[src/rtl/nibble_serial_adder.sv]
// nibble_serial_adder: wide adder that walks one 4-bit nibble per clock through a
// single rcadder4_bhv, holding the inter-nibble carry in a flop.
//
// Ports:
//   clk    in   rising-edge clock
//   rst    in   asynchronous, active-high reset
//   start  in   begin an addition (accepted only in idle or done)
//   a, b   in   4*WORDS-bit operands, captured on the accepting edge
//   cin    in   carry-in, captured on the accepting edge
//   busy   out  high while nibble additions are in progress
//   done   out  one-cycle pulse after s/cout have been updated
//   s      out  registered 4*WORDS-bit sum
//   cout   out  registered carry-out of the top nibble
//
// rcadder4_bhv: 4-bit ripple-carry adder, {cout, s} = a + b + cin.

module nibble_serial_adder #(
  parameter int unsigned WORDS = 4
) (
  input  logic                 clk,
  input  logic                 rst,
  input  logic                 start,
  input  logic [4*WORDS-1:0]   a,
  input  logic [4*WORDS-1:0]   b,
  input  logic                 cin,
  output logic                 busy,
  output logic                 done,
  output logic [4*WORDS-1:0]   s,
  output logic                 cout
);

  localparam int unsigned W    = 4 * WORDS;
  localparam int unsigned IdxW = (WORDS > 1) ? $clog2(WORDS) : 1;

  typedef enum logic [1:0] {StIdle, StAdd, StDone} state_e;

  state_e            state_q, state_d;
  logic [W-1:0]      ra_q, ra_d;
  logic [W-1:0]      rb_q, rb_d;
  logic              c_q, c_d;
  logic [IdxW-1:0]   idx_q, idx_d;
  logic [W-1:0]      acc_q, acc_d;
  logic [W-1:0]      s_q, s_d;
  logic              cout_q, cout_d;

  logic [3:0]        nib_a, nib_b, add_s;
  logic              add_cout;
  logic              accept;
  logic              last;

  // Operands are only taken when no addition is in flight.
  assign accept = start && ((state_q == StIdle) || (state_q == StDone));
  assign last   = (idx_q == IdxW'(WORDS - 1));

  // Select the current nibble of each operand.
  always_comb begin
    nib_a = '0;
    nib_b = '0;
    for (int unsigned i = 0; i < WORDS; i++) begin
      if (idx_q == IdxW'(i)) begin
        nib_a = ra_q[4*i +: 4];
        nib_b = rb_q[4*i +: 4];
      end
    end
  end

  rcadder4_bhv u_add (
    .a    (nib_a),
    .b    (nib_b),
    .cin  (c_q),
    .s    (add_s),
    .cout (add_cout)
  );

  // State register.
  always_ff @(posedge clk or posedge rst) begin
    if (rst) begin
      state_q <= StIdle;
    end else begin
      state_q <= state_d;
    end
  end

  // Next-state logic.
  always_comb begin
    state_d = state_q;
    unique case (state_q)
      StIdle:  if (start) state_d = StAdd;
      StAdd:   if (last) state_d = StDone;
      StDone:  state_d = start ? StAdd : StIdle;
      default: state_d = StIdle;
    endcase
  end

  // Outputs decoded from registered state only.
  always_comb begin
    busy = (state_q == StAdd);
    done = (state_q == StDone);
  end

  assign s    = s_q;
  assign cout = cout_q;

  // Datapath next-state.
  always_comb begin
    ra_d   = ra_q;
    rb_d   = rb_q;
    c_d    = c_q;
    idx_d  = idx_q;
    acc_d  = acc_q;
    s_d    = s_q;
    cout_d = cout_q;
    if (accept) begin
      ra_d  = a;
      rb_d  = b;
      c_d   = cin;
      idx_d = '0;
    end else if (state_q == StAdd) begin
      c_d = add_cout;
      for (int unsigned i = 0; i < WORDS; i++) begin
        if (idx_q == IdxW'(i)) begin
          acc_d[4*i +: 4] = add_s;
        end
      end
      if (last) begin
        // Publish the full sum including the nibble produced this cycle.
        s_d    = acc_d;
        cout_d = add_cout;
      end else begin
        idx_d = idx_q + IdxW'(1);
      end
    end
  end

  // Datapath registers.
  always_ff @(posedge clk or posedge rst) begin
    if (rst) begin
      ra_q   <= '0;
      rb_q   <= '0;
      c_q    <= 1'b0;
      idx_q  <= '0;
      acc_q  <= '0;
      s_q    <= '0;
      cout_q <= 1'b0;
    end else begin
      ra_q   <= ra_d;
      rb_q   <= rb_d;
      c_q    <= c_d;
      idx_q  <= idx_d;
      acc_q  <= acc_d;
      s_q    <= s_d;
      cout_q <= cout_d;
    end
  end

endmodule

module rcadder4_bhv (
  input  logic [3:0] a,
  input  logic [3:0] b,
  input  logic       cin,
  output logic [3:0] s,
  output logic       cout
);

  assign {cout, s} = {1'b0, a} + {1'b0, b} + {4'b0, cin};

endmodule

[config.mk]
export PLATFORM = sky130hd
export DESIGN_NAME = nibble_serial_adder
export DESIGN_NICKNAME = d
export VERILOG_FILES = /design/src/rtl/nibble_serial_adder.sv
export SDC_FILE = /design/constraint.sdc
export NUM_CORES = 1
export LEC_CHECK = 0
export CORE_ASPECT_RATIO = 0.8
export CORE_UTILIZATION = 50
export DETAILED_ROUTE_END_ITERATION = 7
export PLACE_DENSITY = 0.83
export SKIP_LAST_GASP = 1
export SYNTH_ARGS = -nofsm -noshare
export SYNTH_HDL_FRONTEND = slang
export SYNTH_HIERARCHICAL = 1
export SYNTH_SLANG_ARGS = --single-unit
[constraint.sdc]
create_clock -name clk -period 3.7 [get_ports clk]
set_input_delay 0.37 -clock clk [delete_from_list [all_inputs] [get_ports clk]]
set_output_delay 0.37 -clock clk [all_outputs]
set_load 0.05 [all_outputs]
==> key figures <==
Clock network
  • Clk sinks: 66
  • TritonCTS Buffers: 9
  • Max Root-Sink Buffers: 2
  • Post-cts gate resize count: 0
  • Post-CTS Hold Buffers: 0
  • Post-CTS Setup Bufs: 0
  • TritonCTS clock tree: built
  • Clk slew on worst S/H paths: 80 ps
  • Root Buffer: clkbuf_8
  • H-tree Lvls: 3
  • Clock latency on the worst-skew pair: 350 ps

GRT
  • First-pass GRT wire length: 10.5 mm
  • Gr ovfl total: 0
  • Largest net degree at the start of global routing: 37
  • Initial antenna violation count: 0
  • Vias in the first global route: 2202
  • GRT Util Overall: 20.9%

STA
  • Worst-Margin Slew: 1230 ps
  • Tmin final: 3300 ps
  • Unrepaired setup endpoints after global routing: false
  • Setup Skew: 14.0 ps
  • Slew margin rel.: 17.9%
  • Final WS setup: 403 ps
  • Max-slew violation count: 0
  • Crit share post-route: 89.1%
  • Max Clk Rate: 303 MHz
  • Final setup fails: 0
  • Setup TNS: 0 ps
  • Final Hold Fails: 0

Cells and area
  • Filler cell count: 482
  • Commonest non-fill, non-tap cell in the layout: nand2_1
  • Core Util, Final: 65.1%
  • Synthesis-to-finish area growth: 25.0%
  • N_diodes: 0
  • Share of cells above drive strength 1: 11.8%
  • Most frequent cells in the layout: nand2_1 (118), dfrtp_1 (66), clkdlybuf4s50_1 (54)
  • Nets: 404

Routing
  • DRC: 0
  • Drt pass-1 iters: 4
  • DR iter-0 viols: 84
  • Post-DR vias/cell: 5.02
  • Final wirelength: 6.04 mm
  • Post-DRT Antenna Nets: 0
  • Routed wl met3: 310 um
  • Met1 wire length: 3.03 mm
  • Top Metal Used: met4
  • Via count: 2232
  • Met2 WL: 2.64 mm
  • Drt wl/cell: 13.6 um

Setup path
  • Crit-path max FO: 7
  • Largest stage delay, worst path: 420 ps
  • Reg2Reg Depth: 12
  • Worst Setup End Kind: flop
  • Crit path buffers/inverters: 2
  • CP Depth: 12
  • Startpoint Class: flop
  • Slowest cell on the critical path: nor2b_1
  • CP Cell Sequence: inv_1 -> ha_1 -> nor2b_1 -> buf_4 -> a221oi_1 -> o31ai_1 -> ha_1 -> a21o_1 -> a21oi_2 -> xnor2_1 -> mux2i_1 -> o21ai_0
  • Worst path required time: 3970 ps
  • CP Class: flop to flop
  • Critical Path Most Common Cell: ha_1
  • Delay-heaviest family, CP: compound AO/OA/AOI/OAI gates
  • CP arrival: 3560 ps

Yosys
  • Cell variety after synth: 24
  • Flops & latches, synth: 66
  • Syn nets: 354
  • Cell accounting for the most synthesized area: dfrtp_1
  • Top cells by area, synth: dfrtp_1 (53%), nand2_1 (14%), mux2_2 (6.2%)
  • Yosys top cell area share: 53.4%
  • Mapped Area: 3090 um2
  • Sequential fraction of the synthesis area: 53.4%
  • Synth Instances: 309
  • Synth warn: 6
  • Syn avg cell area: 10.0 um2

Placement
  • Final Wtd Congestion: 0.823
  • I/O Buffers: 54
  • Dpl hpwl: 4.32 mm
  • Pre-CTS setup slack: 262 ps

Hold path
  • Hold/Removal Path Class: input port to async pin

Floorplan
  • Initial core utilization: 52.0%
  • Die X: 89.9 um
  • Die H: 72.3 um
  • Die Area: 6510 um2
  • Total core area: 5940 um2
  • Boundary Pins: 55
  • Row Count: 25

Power and ir drop
  • Peak VDD IR: 0.000428 V
  • Static leakage: 1.87 nW
  • Cell area power density: 1060 nW/um2

Status
  • Status: finished, final reports clean

Run
  • Max cap viols: 0
-- sequential cells by signal, indices dropped and copies added, names as in the netlist --
signal and count:
ra_q 16, rb_q 16, s 16, acc_q 12, idx_q 2, state_q 2, c_q 1, cout 1
-- power breakdown --
group / total (W) / internal [W] / switching [W]
logic: 0.00224 / 0.000896 / 0.00134
clock network: 0.000592 / 0.000327 / 0.000265
registers: 0.00128 / 0.00107 / 0.000206
-- cells in the mapped netlist --
cell type	instances
nand2_1	118
dfrtp_1	66
mux2_2	17
o21ai_0	16
mux2i_1	13
buf_2	12
nor2b_1	10
inv_1	9
a221oi_1	8
o31ai_1	8
ha_1	7
clkbuf_1	4
and2b_1	3
nand2_4	3
buf_4	2
fa_1	2
nand2b_1	2
nand3_1	2
xnor2_1	2
a21o_1	1
a21oi_2	1
buf_6	1
nand3b_4	1
or3b_1	1
-- path summary, 6_finish.rpt --
kind                            slack, ps            startpoint                    to
worst max-delay path                  400  idx_q[1]$_DFFE_PP0P_      s[3]$_DFFE_PP0P_
worst min-delay path                  420                   rst  ra_q[12]$_DFFE_PP0P_
worst max register to register        400  idx_q[1]$_DFFE_PP0P_      s[3]$_DFFE_PP0P_
worst min register to register        480     s[11]$_DFFE_PP0P_     s[11]$_DFFE_PP0P_
max in group asynchronous            2390                   rst  acc_q[4]$_DFFE_PP0P_
min in group clk                      480     s[11]$_DFFE_PP0P_     s[11]$_DFFE_PP0P_
-- layer usage --
layer	track usage (%)	vias to the layer above
met2	32.4	63
met1	27.9	1048
met5	0	-
met3	6.92	8
met4	7.71	0
li1	-	1113
-- cells by family (layout without fill, tap and decap cells) --
family / count (synthesis) / after routing / synth area share [%]
AO/OA/AOI/OAI: 34 / 34 / 7.32
XOR/XNOR: 2 / 2 / 0.566
adder cells (fa/ha/maj): 9 / 9 / 4.13
buffers and inverters: 28 / 83 / 4.37
flip-flops: 66 / 66 / 53.4
multiplexers: 30 / 30 / 10.4
AND/OR/NAND/NOR: 140 / 140 / 19.8
-- cell type report --
class	count	area [um2]	share of cell area (%)
clock buffer	11	141	3.66
clock inverter	5	53.8	1.39
inverter	9	33.8	0.874
multi-input combinational	215	1310	34.0
sequential	66	1650	42.7
tap	81	101	2.62
timing repair buffer	58	571	14.8
-- worst reg2reg max path, delay by kind of cell, from the launching register on --
kind            cells  cell delay [ps]
compound gates      5              950
xor+xnor            1              300
fa+ha+maj           2              690
buf+inv             2              310
flops               1              410
mux                 1              160
simple gates        1              420
-- stage by stage --
step | power [W] | hold WS, ps | instances | area (um2)
floorplan | 0.00290 | 446 | 309 | 3090
global placement | 0.00342 | 462 | 429 | 3660
detailed placement | 0.00350 | 465 | 429 | 3660
CTS | 0.00411 | 429 | 445 | 3860
global route | 0.00442 | 487 | 445 | 3870
finish | 0.00411 | 425 | 445 | 3870
Note: power is estimated with default switching activity, not from simulation.
==> edit (config.mk and constraints unchanged) <==
Register the output `s` once more, with the module's reset; this adds one clock of latency there. The other outputs are not delayed to match. Comments in the files are not updated.
--- a/src/rtl/nibble_serial_adder.sv
+++ b/src/rtl/nibble_serial_adder.sv
@@ -33,6 +33,8 @@
   localparam int unsigned IdxW = (WORDS > 1) ? $clog2(WORDS) : 1;
 
   typedef enum logic [1:0] {StIdle, StAdd, StDone} state_e;
+
+  logic [4*WORDS-1:0] s_c;
 
   state_e            state_q, state_d;
   logic [W-1:0]      ra_q, ra_d;
@@ -98,7 +100,7 @@
     done = (state_q == StDone);
   end
 
-  assign s    = s_q;
+  assign s_c  = s_q;
   assign cout = cout_q;
 
   // Datapath next-state.
@@ -153,6 +155,14 @@
     end
   end
 
+  always_ff @(posedge clk or posedge rst) begin
+    if (rst) begin
+      s <= '0;
+    end else begin
+      s <= s_c;
+    end
+  end
+
 endmodule
 
 module rcadder4_bhv (
Check against the original RTL: not equivalent (Yosys sat finds a counterexample within 10 cycles, from zero or initial values and one cycle with rst high).
==> edit against the original RTL <==
- sequential cell count rose by 16
- worst setup slack got worse by 54 ps
- cell area rose by 11%
- area after synthesis rose by 12%
- routed wire length rose by 6.7%
- sequential share of layout area rose by 5.0 points
Power is not shown: default switching activity piles up to over one toggle a cycle in this logic, so the estimate is an artifact.
==> edit: results (changes against the original RTL) <==
* Met1 Usage GRT at 28.3% (was 27.9%)
* # clk buffers at 10 (was 11)
* Compound-Gate Fraction of Synth Area at 6.24% (was 7.32%)
* Dpl cells at 383 (was 429)
* Met3 Usage GRT at 7.49% (was 6.92%)
* Plain + repair buffers at 59 (was 58)
* Synth area leaders: dfrtp_1 (59%), mux2_2 (16%), mux2i_1 (4.0%) (was dfrtp_1 (53%), nand2_1 (14%), mux2_2 (6.2%))
* Nets at 355 (was 404)
* Post-synthesis average cell area at 13.6 µm² (was 10.0 µm²)
* Largest net degree at the start of global routing at 40 (was 37)
* Placed cell areas at 4060 µm² (was 3660 µm²)
* CP delay by family, top: adder cells (was compound AO/OA/AOI/OAI gates)
* First-pass GRT wire length at 10,700 µm (was 10,500 µm)
* Post-Syn Nets at 300 (was 354)
* Yosys cell types at 25 (was 24)
* Comb_multi_in at 150 (was 215)
* Status: finished clean (unchanged)
* Cell at the slowest stage of the critical path: nor2b_2 (was nor2b_1)
* Critical Path Fanout Max at 8 (was 7)
* FF+latch area at 2050 µm² (was 1650 µm²)
* CTS resizes at 1 (was 0)
* Routed via count at 2,119 (was 2,232)
* DP HPWL at 4540 µm (was 4320 µm)
* Met3 WL at 322 µm (was 310 µm)
* Mux cell area share after synthesis at 19.9% (was 10.4%)
* Tot GR Track Use at 20.1% (was 20.9%)
* Worst Skew at 8.31 ps (was 14.0 ps)
* Signal buf overhead at 13.4% (was 14.8%)
* Final WL at 6440 µm (was 6040 µm)
* Fill count at 497 (was 482)
* Routability Congestion at 0.862 (was 0.823)
* Synth cell count leaders: dfrtp_1 (82), mux2_2 (49), nand2_1 (21), mux2i_1 (14), o21ai_0 (14) (was nand2_1 (118), dfrtp_1 (66), mux2_2 (17), o21ai_0 (16), mux2i_1 (13))
* Worst Hold Class: reg -> reg (was in -> async)
* Area of the multi-input gates at 1310 µm² (about the same)
* GRT met2 Usage at 28.2% (was 32.4%)
* GR peak layer: met1 (was met2)
* Clock network area share at 5.29% (was 5.05%)
* Cell area after synthesis at 3470 µm² (was 3090 µm²)
* Max stage delay on crit path at 450 ps (was 420 ps)
* CP arrival at 3610 ps (was 3560 ps)
* Setup WS pre-CTS at 7.33 ps (was 262 ps)
* Post-Layout Cell Count at 399 (was 445)
* DR iter-0 viols at 97 (was 84)
edit: changes by cell type after synthesis, moves of 2 or more:
cell / change
nand2_2: +3
dfrtp_1: +16
nor2_1: +2
nand2_1: -97
buf_2: -6
mux2_2: +32
nand3_1: -2
nand2_4: -3
and2b_1: -2
buf_6: +2
o21ai_0: -2
nor2b_1: +2
edit: worst paths after layout:
kind / start / end / depth (start not counted) / slack [ps]
worst min register to register: s_c[15]$_DFFE_PP0P_ / s[15]$_DFF_PP0_ / 0 / 370
max in group asynchronous: rst / s_c[9]$_DFFE_PP0P_ / 3 / 2520
worst min-delay path: s_c[15]$_DFFE_PP0P_ / s[15]$_DFF_PP0_ / 0 / 370
worst max register to register: idx_q[0]$_DFFE_PP0P_ / s_c[6]$_DFFE_PP0P_ / 11 / 350
worst max-delay path: idx_q[0]$_DFFE_PP0P_ / s_c[6]$_DFFE_PP0P_ / 11 / 350
min in group asynchronous: rst / rb_q[5]$_DFFE_PP0P_ / 2 / 410
